### config.mk
export PLATFORM = sky130hd
export DESIGN_NAME = load_store_unit_flat
export DESIGN_NICKNAME = d
export VERILOG_FILES = /design/src/rtl/lsu_pkg.sv /design/src/rtl/load_store_unit_if.sv /design/src/rtl/lsu_align.sv /design/src/rtl/load_store_unit.sv /design/src/flat_wrapper.sv
export SDC_FILE = /design/constraint.sdc
export NUM_CORES = 1
export LEC_CHECK = 0
export BUFFER_PORTS_ARGS = -buffer_cell sky130_fd_sc_hd__buf_2
export CORE_ASPECT_RATIO = 1.1
export CORE_MARGIN = 2
export CORE_UTILIZATION = 35
export CTS_CLUSTER_DIAMETER = 100
export CTS_CLUSTER_SIZE = 14
export DETAILED_ROUTE_END_ITERATION = 8
export PLACE_DENSITY = 0.66
export SYNTH_ARGS = -nofsm -noshare
export SYNTH_HDL_FRONTEND = slang
export SYNTH_SLANG_ARGS = --single-unit
### constraint.sdc
create_clock -name i_clk -period 3 [get_ports i_clk]
set_input_delay 0.3 -clock i_clk [delete_from_list [all_inputs] [get_ports i_clk]]
set_output_delay 0.3 -clock i_clk [all_outputs]
set_load 0.01 [all_outputs]
### src/rtl/lsu_pkg.sv
// Shared types and constants for the MEM-stage load/store unit.
// Latency: none (declarations only).
// Backpressure: n/a.
package lsu_pkg;

    // RV32I load/store width encodings (funct3)
    localparam logic [2:0] F3_B  = 3'b000;
    localparam logic [2:0] F3_H  = 3'b001;
    localparam logic [2:0] F3_W  = 3'b010;
    localparam logic [2:0] F3_BU = 3'b100;
    localparam logic [2:0] F3_HU = 3'b101;

    typedef enum logic [2:0] {
        ST_IDLE  = 3'd0,
        ST_ISSUE = 3'd1,
        ST_WAIT  = 3'd2,
        ST_DONE  = 3'd3,
        ST_ERR   = 3'd4
    } lsu_state_t;

    typedef enum logic [1:0] {
        FC_NONE     = 2'b00,
        FC_MISALIGN = 2'b01,
        FC_ILLEGAL  = 2'b10,
        FC_TIMEOUT  = 2'b11
    } fault_cause_t;

    // Data memory is word addressed on the bus; byte lanes come from mem_be.
    function automatic logic [31:0] word_addr(input logic [31:0] a);
        return {a[31:2], 2'b00};
    endfunction

endpackage

### src/rtl/load_store_unit_if.sv
// Data-memory bus between the load/store unit (master) and data memory (slave).
// Latency: none (wires only).
// Backpressure: master holds req/we/addr/be/wdata until gnt; read data returns with rvalid.
//
// Signals: mem_req/mem_we/mem_addr/mem_be/mem_wdata  master -> slave
//          mem_gnt/mem_rvalid/mem_rdata                slave  -> master
interface load_store_unit_if;
    logic        mem_req;
    logic        mem_we;
    logic [31:0] mem_addr;
    logic [3:0]  mem_be;
    logic [31:0] mem_wdata;
    logic        mem_gnt;
    logic        mem_rvalid;
    logic [31:0] mem_rdata;

    modport master (
        output mem_req, mem_we, mem_addr, mem_be, mem_wdata,
        input  mem_gnt, mem_rvalid, mem_rdata
    );

    modport slave (
        input  mem_req, mem_we, mem_addr, mem_be, mem_wdata,
        output mem_gnt, mem_rvalid, mem_rdata
    );
endinterface

### src/rtl/lsu_align.sv
// Byte-lane steering: store byte enables / lane replication, load shift-to-LSB, access checks.
// Latency: combinational.
// Backpressure: none.
//
// Ports: i_funct3, i_addr_lo, i_wdata, i_mem_rdata in;
//        o_mem_be, o_mem_wdata, o_rdata_aligned, o_misaligned, o_illegal out.
// o_illegal flags only the undefined encodings; store-with-unsigned is checked by the caller,
// which knows the access direction.
module lsu_align
    import lsu_pkg::*;
(
    input  logic [2:0]  i_funct3,
    input  logic [1:0]  i_addr_lo,
    input  logic [31:0] i_wdata,
    input  logic [31:0] i_mem_rdata,
    output logic [3:0]  o_mem_be,
    output logic [31:0] o_mem_wdata,
    output logic [31:0] o_rdata_aligned,
    output logic        o_misaligned,
    output logic        o_illegal
);

    logic [31:0] w_byte_shift;

    assign w_byte_shift = i_mem_rdata >> {i_addr_lo, 3'b000};

    always_comb begin
        o_mem_be        = 4'b0000;
        o_mem_wdata     = 32'h0;
        o_rdata_aligned = 32'h0;
        o_misaligned    = 1'b0;
        o_illegal       = 1'b0;
        case (i_funct3)
            F3_B, F3_BU: begin
                o_mem_be        = 4'b0001 << i_addr_lo;
                o_mem_wdata     = {4{i_wdata[7:0]}};
                o_rdata_aligned = {24'h0, w_byte_shift[7:0]};
            end
            F3_H, F3_HU: begin
                o_mem_be        = 4'b0011 << {i_addr_lo[1], 1'b0};
                o_mem_wdata     = {2{i_wdata[15:0]}};
                o_rdata_aligned = {16'h0, (i_addr_lo[1] ? i_mem_rdata[31:16] : i_mem_rdata[15:0])};
                o_misaligned    = i_addr_lo[0];
            end
            F3_W: begin
                o_mem_be        = 4'b1111;
                o_mem_wdata     = i_wdata;
                o_rdata_aligned = i_mem_rdata;
                o_misaligned    = |i_addr_lo;
            end
            default: begin
                o_illegal = 1'b1;
            end
        endcase
    end

endmodule

### src/rtl/load_store_unit.sv
// MEM-stage load/store unit: issues one data-memory access per request and aligns load data.
// Latency: load 3 stall cycles (done on 4th), store 2, faulting access 1; plus memory wait.
// Backpressure: stall held while a request is in flight; bus request held until mem_gnt.
//
// Ports: i_clk, i_reset (sync, active high); pipeline side i_req_valid/i_req_we/i_Funct3/
//        i_addr/i_wdata in, o_stall/o_done/o_rdata_aligned/o_Funct3_out/o_fault/o_fault_cause out;
//        data memory through the mem interface (master modport).
module load_store_unit
    import lsu_pkg::*;
#(
    parameter int TIMEOUT_CYCLES = 255
) (
    input  logic                      i_clk,
    input  logic                      i_reset,
    input  logic                      i_req_valid,
    input  logic                      i_req_we,
    input  logic [2:0]                i_Funct3,
    input  logic [31:0]               i_addr,
    input  logic [31:0]               i_wdata,
    output logic                      o_stall,
    output logic                      o_done,
    output logic [31:0]               o_rdata_aligned,
    output logic [2:0]                o_Funct3_out,
    output logic                      o_fault,
    output logic [1:0]                o_fault_cause,
    load_store_unit_if.master         mem
);

    localparam int TW = $clog2(TIMEOUT_CYCLES + 1);

    lsu_state_t   r_state;
    lsu_state_t   w_next_state;
    fault_cause_t r_fault_cause;
    fault_cause_t w_next_cause;

    logic          r_we;
    logic [2:0]    r_funct3;
    logic [31:0]   r_addr;
    logic [31:0]   r_wdata;
    logic [31:0]   r_rdata_aligned;
    logic [TW-1:0] r_timer;

    logic          w_in_idle;
    logic          w_in_issue;
    logic [2:0]    w_sel_funct3;
    logic [1:0]    w_sel_addr_lo;
    logic [31:0]   w_sel_wdata;
    logic [3:0]    w_be;
    logic [31:0]   w_lane_wdata;
    logic [31:0]   w_load_aligned;
    logic          w_misaligned;
    logic          w_illegal_enc;
    logic          w_illegal;
    logic          w_timeout_hit;

    assign w_in_idle  = (r_state == ST_IDLE);
    assign w_in_issue = (r_state == ST_ISSUE);

    // In IDLE the checks must see the incoming request; afterwards the captured
    // copy drives the bus and the load alignment.
    assign w_sel_funct3  = w_in_idle ? i_Funct3    : r_funct3;
    assign w_sel_addr_lo = w_in_idle ? i_addr[1:0] : r_addr[1:0];
    assign w_sel_wdata   = w_in_idle ? i_wdata     : r_wdata;

    lsu_align u_align (
        .i_funct3        (w_sel_funct3),
        .i_addr_lo       (w_sel_addr_lo),
        .i_wdata         (w_sel_wdata),
        .i_mem_rdata     (mem.mem_rdata),
        .o_mem_be        (w_be),
        .o_mem_wdata     (w_lane_wdata),
        .o_rdata_aligned (w_load_aligned),
        .o_misaligned    (w_misaligned),
        .o_illegal       (w_illegal_enc)
    );

    // Unsigned widths have no store form.
    assign w_illegal = w_illegal_enc |
                       (i_req_we & ((i_Funct3 == F3_BU) | (i_Funct3 == F3_HU)));

    // Counter holds the number of completed ISSUE/WAIT cycles, so the
    // TIMEOUT_CYCLES-th cycle is the one where it reads TIMEOUT_CYCLES-1.
    assign w_timeout_hit = (r_timer == TW'(TIMEOUT_CYCLES - 1));

    always_comb begin
        w_next_state = r_state;
        w_next_cause = r_fault_cause;
        case (r_state)
            ST_IDLE: begin
                if (i_req_valid) begin
                    if (w_illegal) begin
                        w_next_state = ST_ERR;
                        w_next_cause = FC_ILLEGAL;
                    end else if (w_misaligned) begin
                        w_next_state = ST_ERR;
                        w_next_cause = FC_MISALIGN;
                    end else begin
                        w_next_state = ST_ISSUE;
                    end
                end
            end
            ST_ISSUE: begin
                // A grant in the final counted cycle still wins over the timeout.
                if (mem.mem_gnt) begin
                    w_next_state = r_we ? ST_DONE : ST_WAIT;
                end else if (w_timeout_hit) begin
                    w_next_state = ST_ERR;
                    w_next_cause = FC_TIMEOUT;
                end
            end
            ST_WAIT: begin
                if (mem.mem_rvalid) begin
                    w_next_state = ST_DONE;
                end else if (w_timeout_hit) begin
                    w_next_state = ST_ERR;
                    w_next_cause = FC_TIMEOUT;
                end
            end
            ST_DONE: w_next_state = ST_IDLE;
            ST_ERR:  w_next_state = ST_IDLE;
            default: w_next_state = ST_IDLE;
        endcase
    end

    always_ff @(posedge i_clk) begin
        if (i_reset) begin
            r_state         <= ST_IDLE;
            r_fault_cause   <= FC_NONE;
            r_we            <= 1'b0;
            r_funct3        <= 3'b000;
            r_addr          <= 32'h0;
            r_wdata         <= 32'h0;
            r_rdata_aligned <= 32'h0;
            r_timer         <= '0;
        end else begin
            r_state       <= w_next_state;
            r_fault_cause <= w_next_cause;

            if (w_in_idle && i_req_valid) begin
                r_we     <= i_req_we;
                r_funct3 <= i_Funct3;
                r_addr   <= i_addr;
                r_wdata  <= i_wdata;
            end

            if (w_in_idle) begin
                r_timer <= '0;
            end else if (w_in_issue || (r_state == ST_WAIT)) begin
                r_timer <= r_timer + TW'(1);
            end

            if ((r_state == ST_WAIT) && mem.mem_rvalid) begin
                r_rdata_aligned <= w_load_aligned;
            end
        end
    end

    // Bus outputs are only meaningful while requesting; zero them otherwise so
    // memory never sees a stale strobe pattern.
    assign mem.mem_req   = w_in_issue;
    assign mem.mem_we    = w_in_issue & r_we;
    assign mem.mem_addr  = w_in_issue ? word_addr(r_addr) : 32'h0;
    assign mem.mem_be    = w_in_issue ? w_be : 4'b0000;
    assign mem.mem_wdata = w_in_issue ? w_lane_wdata : 32'h0;

    assign o_stall         = i_req_valid & (r_state != ST_DONE) & (r_state != ST_ERR);
    assign o_done          = (r_state == ST_DONE) | (r_state == ST_ERR);
    assign o_fault         = (r_state == ST_ERR);
    assign o_fault_cause   = (r_state == ST_ERR) ? r_fault_cause : FC_NONE;
    assign o_rdata_aligned = r_rdata_aligned;
    assign o_Funct3_out    = r_funct3;

endmodule

### src/flat_wrapper.sv
// flat-port wrapper written by rule: the top's interface ports become plain ports
module load_store_unit_flat import lsu_pkg::*;
#(
    parameter int TIMEOUT_CYCLES = 255
)
  (i_clk, i_reset, i_req_valid, i_req_we, i_Funct3, i_addr, i_wdata, o_stall, o_done, o_rdata_aligned, o_Funct3_out, o_fault, o_fault_cause, mem_mem_req, mem_mem_we, mem_mem_addr, mem_mem_be, mem_mem_wdata, mem_mem_gnt, mem_mem_rvalid, mem_mem_rdata);
  load_store_unit_if mem_i ();
  input  logic i_clk;
  input  logic i_reset;
  input  logic i_req_valid;
  input  logic i_req_we;
  input  logic [2:0] i_Funct3;
  input  logic [31:0] i_addr;
  input  logic [31:0] i_wdata;
  output logic o_stall;
  output logic o_done;
  output logic [31:0] o_rdata_aligned;
  output logic [2:0] o_Funct3_out;
  output logic o_fault;
  output logic [1:0] o_fault_cause;
  output wire logic [$bits(mem_i.mem_req)-1:0] mem_mem_req;
  output wire logic [$bits(mem_i.mem_we)-1:0] mem_mem_we;
  output wire logic [$bits(mem_i.mem_addr)-1:0] mem_mem_addr;
  output wire logic [$bits(mem_i.mem_be)-1:0] mem_mem_be;
  output wire logic [$bits(mem_i.mem_wdata)-1:0] mem_mem_wdata;
  input wire logic [$bits(mem_i.mem_gnt)-1:0] mem_mem_gnt;
  input wire logic [$bits(mem_i.mem_rvalid)-1:0] mem_mem_rvalid;
  input wire logic [$bits(mem_i.mem_rdata)-1:0] mem_mem_rdata;
  assign mem_mem_req = mem_i.mem_req;
  assign mem_mem_we = mem_i.mem_we;
  assign mem_mem_addr = mem_i.mem_addr;
  assign mem_mem_be = mem_i.mem_be;
  assign mem_mem_wdata = mem_i.mem_wdata;
  assign mem_i.mem_gnt = mem_mem_gnt;
  assign mem_i.mem_rvalid = mem_mem_rvalid;
  assign mem_i.mem_rdata = mem_mem_rdata;
  load_store_unit #(.TIMEOUT_CYCLES(TIMEOUT_CYCLES)) u_core (.i_clk(i_clk), .i_reset(i_reset), .i_req_valid(i_req_valid), .i_req_we(i_req_we), .i_Funct3(i_Funct3), .i_addr(i_addr), .i_wdata(i_wdata), .o_stall(o_stall), .o_done(o_done), .o_rdata_aligned(o_rdata_aligned), .o_Funct3_out(o_Funct3_out), .o_fault(o_fault), .o_fault_cause(o_fault_cause), .mem(mem_i));
endmodule
==> run_results.csv <==
group,metric,value,unit
critical_path,path_max_fanout,26,
sta,worst_clock_skew,0.007836,ns
detailed_routing,ant_nets,0,
pwr,pwr-share-comb,16.0,%
sta,hold_viol_final,0,
floorplanning,die_area,0.01744,mm²
grt,grt_pass1_wl,29040,µm
pwr,p_total,4.443,mW
yosys,yosysWarnings,0,
floorplanning,start_util,35.46,%
critical_path,r2r_end,"u_core.o_rdata_aligned[10]",
pwr,p_leak,3.460,nW
yosys,seq_area_frac_synth,39.42,%
clock_network,cts_hold_buf,0,
sta,fmax,0.3568,GHz
cells_and_area,multi_input_area,0.003244,mm²
clock_network,cts-root-buf,"clkbuf_16",
floorplanning,die_y,138.3,µm
critical_path,crit_type,"reg -> out",
pwr,p_per_area,581.5,mW/mm²
detailed_routing,num_vias,6036,
yosys,synth_ff_type,"dfxtp_1",
cells_and_area,final_cells,1164,
job,drv_cap,0,
min_path,holdPathEnd,"u_core.r_addr[6]",
cells_and_area,diodes,0,
floorplanning,core-area,0.01619,mm²
critical_path,worstReg2RegStart,"u_core.r_state[0]",
critical_path,crit_path_end_kind,"primary output",
clock_network,path_clk_slew,0.05,ns
sta,rsz0062_at_grt,"no",
sta,slew_viol_final,0,
critical_path,cp_data_arrival_time,2.50,ns
pwr,seqPwrFrac,36.3,%
yosys,synthCells,751,
sta,setup_violations,0,
min_path,hold_path_class,"in -> reg",
place,hpwl,12910,µm
place,place_congestion,0.8368,
cells_and_area,fin_area,0.007641,mm²
grt,globalRouteOverflowTotal,0,
sta,max-slew-margin-rel,38.28,%
yosys,syn_area_per_cell,7.642,µm²
yosys,ys_types,54,
clock_network,cts_buffers,17,
grt,grtUsageTotal,20.62,%
sta,worst_slew_pin_slew,0.9233,ns
detailed_routing,drtPass1Iterations,5,
pwr,swShare,27.54,%
yosys,synth_largest_area_cell,"dfxtp_1",
floorplanning,rows,49,
grt,grt_pass1_vias,5644,
yosys,ys_top_cells_by_area,"dfxtp_1, nand2_1, a21oi_1",
floorplanning,die_width,126.1,µm
pwr,max-vdd-ir-drop,0.3644,mV
min_path,hold_start,"i_addr[6]",
pwr,intPower,3.220,mW
cells_and_area,drive_gt1_share,30.00,%
critical_path,r2r_setup_slack,0.60,ns
detailed_routing,wire_per_inst,15.89,µm
cells_and_area,seqCellArea,0.002263,mm²
yosys,syn_area,0.005739,mm²
pwr,power_switching,1.224,mW
critical_path,reg2regPathDepth,6,
cells_and_area,syn2layout_area_growth,33.14,%
clock_network,cts_tree,"yes",
yosys,synth.top_cell.area_share,39.42,%
pwr,p_clk_share,47.7,%
sta,min_period,2.802,ns
yosys,async_reset_ff_share,0,%
place,placed_cells,1129,
yosys,synth_edf_count,0,
clock_network,clk_latency,0.41,ns
cells_and_area,nets,1054,
grt,antenna_found_initial,0,
floorplanning,io_pins,215,
grt,grt_max_degree,70,
cells_and_area,nFillCells,1646,
clock_network,clkSinkCount,113,
critical_path,cp.required,2.70,ns
place,pre_cts_ws,0.4083,ns
detailed_routing,drcViolationCount,0,
min_path,min_path_cells,3,
place,port_buffers,212,
detailed_routing,wl,18500,µm
detailed_routing,vias_per_cell,5.186,
clock_network,h-tree-depth,4,
sta,fin_setup_tns,0,ns
clock_network,clock_path_buffers,2,
run_status,status,"finished clean",
place,dpl_cell_area,0.006968,mm²
detailed_routing,drt_iter0_drc,404,
critical_path,worst_setup_path_start_kind,"flop",
sta,post-route-period-util,93.41,%
sta,setup_slack,0.1977,ns
yosys,synth_seq_cells,113,
-- layer usage --
metal / track usage [%] / vias to the layer above / part of all wire, %
met5: 0 / - / 0
met4: 6.246 / 0 / 1.7
met3: 6.192 / 29 / 7.9
met2: 33.45 / 252 / 48
met1: 26.45 / 2771 / 43
li1: - / 2984 / -
-- layout by cell type (no fill, tap or decap), types with 14 or more instances in the layout --
master     synthesis  final
a21oi_1          100    100
and2_1            39     39
buf_2             10    211
buf_4              4     14
clkbuf_16          0     17
dfxtp_1          113    112
mux2i_1           18     18
nand2_1          203    202
nand2b_1          14     14
nand3_1           21     21
nor2_1            50     47
-- stage by stage --
stage	hold slack [ns]	util [%]
CTS	0.1089	46.92
global route	0.1036	47.21
floorplan	0.4317	-
global placement	0.4381	43.05
detailed placement	0.4425	43.05
finish	0.1209	47.21
-- what timing repair did --
action,in CTS,in global routing
buffers inserted,0,3
gates resized for setup,0,5
endpoints found under the setup margin,0,21
-- logic make-up (layout without fill, tap and decap cells) --
kind of cell,after synthesis,in the layout,share of synthesized area (%)
xor+xnor,5,5,0.7632
fa+ha+maj,3,3,0.6104
simple gates,365,365,28.93
buf+inv,58,266,4.665
flops,113,113,39.42
mux,31,31,6.126
compound gates,175,175,19.42
other cells,1,2,0.06534
-- sequential cells by signal (all words and copies together), names as in the netlist --
signal                  count
u_core.r_addr              32
u_core.r_wdata             32
u_core.r_state              3
u_core.r_timer              8
u_core.o_rdata_aligned     32
u_core.r_fault_cause        2
u_core.r_we                 1
u_core.o_Funct3_out         3
-- Yosys cell counts (4+ instances only) --
master and n:
a211oi_1 4, a21oi_1 100, a221o_1 8, a221oi_1 10, a222oi_1 8, a22oi_1 8
a32oi_1 8, and2_1 39, buf_2 10, buf_4 4, clkbuf_1 35, dfxtp_1 113
inv_1 5, mux2_2 10, mux2i_1 18, nand2_1 203, nand2b_1 14, nand3_1 21
nand3b_1 5, nor2_1 50, nor2b_1 9, nor3_1 7, o21ai_0 8, o22ai_1 10
-- worst max-delay path: stages, from the launching register on --
cell and delay, ns:
dfxtp_1 0.42, or3_1 0.56, mux2i_4 0.28, nor2_2 0.13
buf_4 0.31, a32oi_1 0.10, nor2_1 0.14, buf_2 0.16
-- worst max-delay path by stage --
stage | cells after the start | startpoint | slack, ns | endpoint
floorplan | 8 | u_core.r_state[0] | 0.76 | mem_mem_wdata[10]
global placement | 6 | u_core.r_state[2] | 0.42 | u_core.o_rdata_aligned[14]
detailed placement | 6 | u_core.r_state[2] | 0.41 | u_core.o_rdata_aligned[12]
CTS | 7 | u_core.r_state[2] | 0.03 | mem_mem_wdata[10]
global route | 7 | u_core.r_state[1] | 0.03 | mem_mem_wdata[24]
finish | 7 | u_core.r_state[0] | 0.20 | mem_mem_wdata[29]
-- cell type report --
class	count	share of cell area [%]
sequential	113	29.62
inverter	5	0.2456
timing repair buffer	229	16.13
clock inverter	13	2.276
tap	204	3.340
clock buffer	19	5.928
multi-input combinational	581	42.46
-- power groups by stage --
| stage | clock network, mW | logic, mW | registers (mW) |
|---|---|---|---|
| after global placement | 0 | 0.695 | 1.64 |
| after floorplan | 0 | 0.460 | 1.63 |
| after global routing | 2.25 | 0.784 | 1.62 |
| after CTS | 2.16 | 0.699 | 1.61 |
| final | 2.12 | 0.711 | 1.61 |
| after detailed placement | 0 | 0.696 | 1.65 |
(Power assumes the default switching activity.)
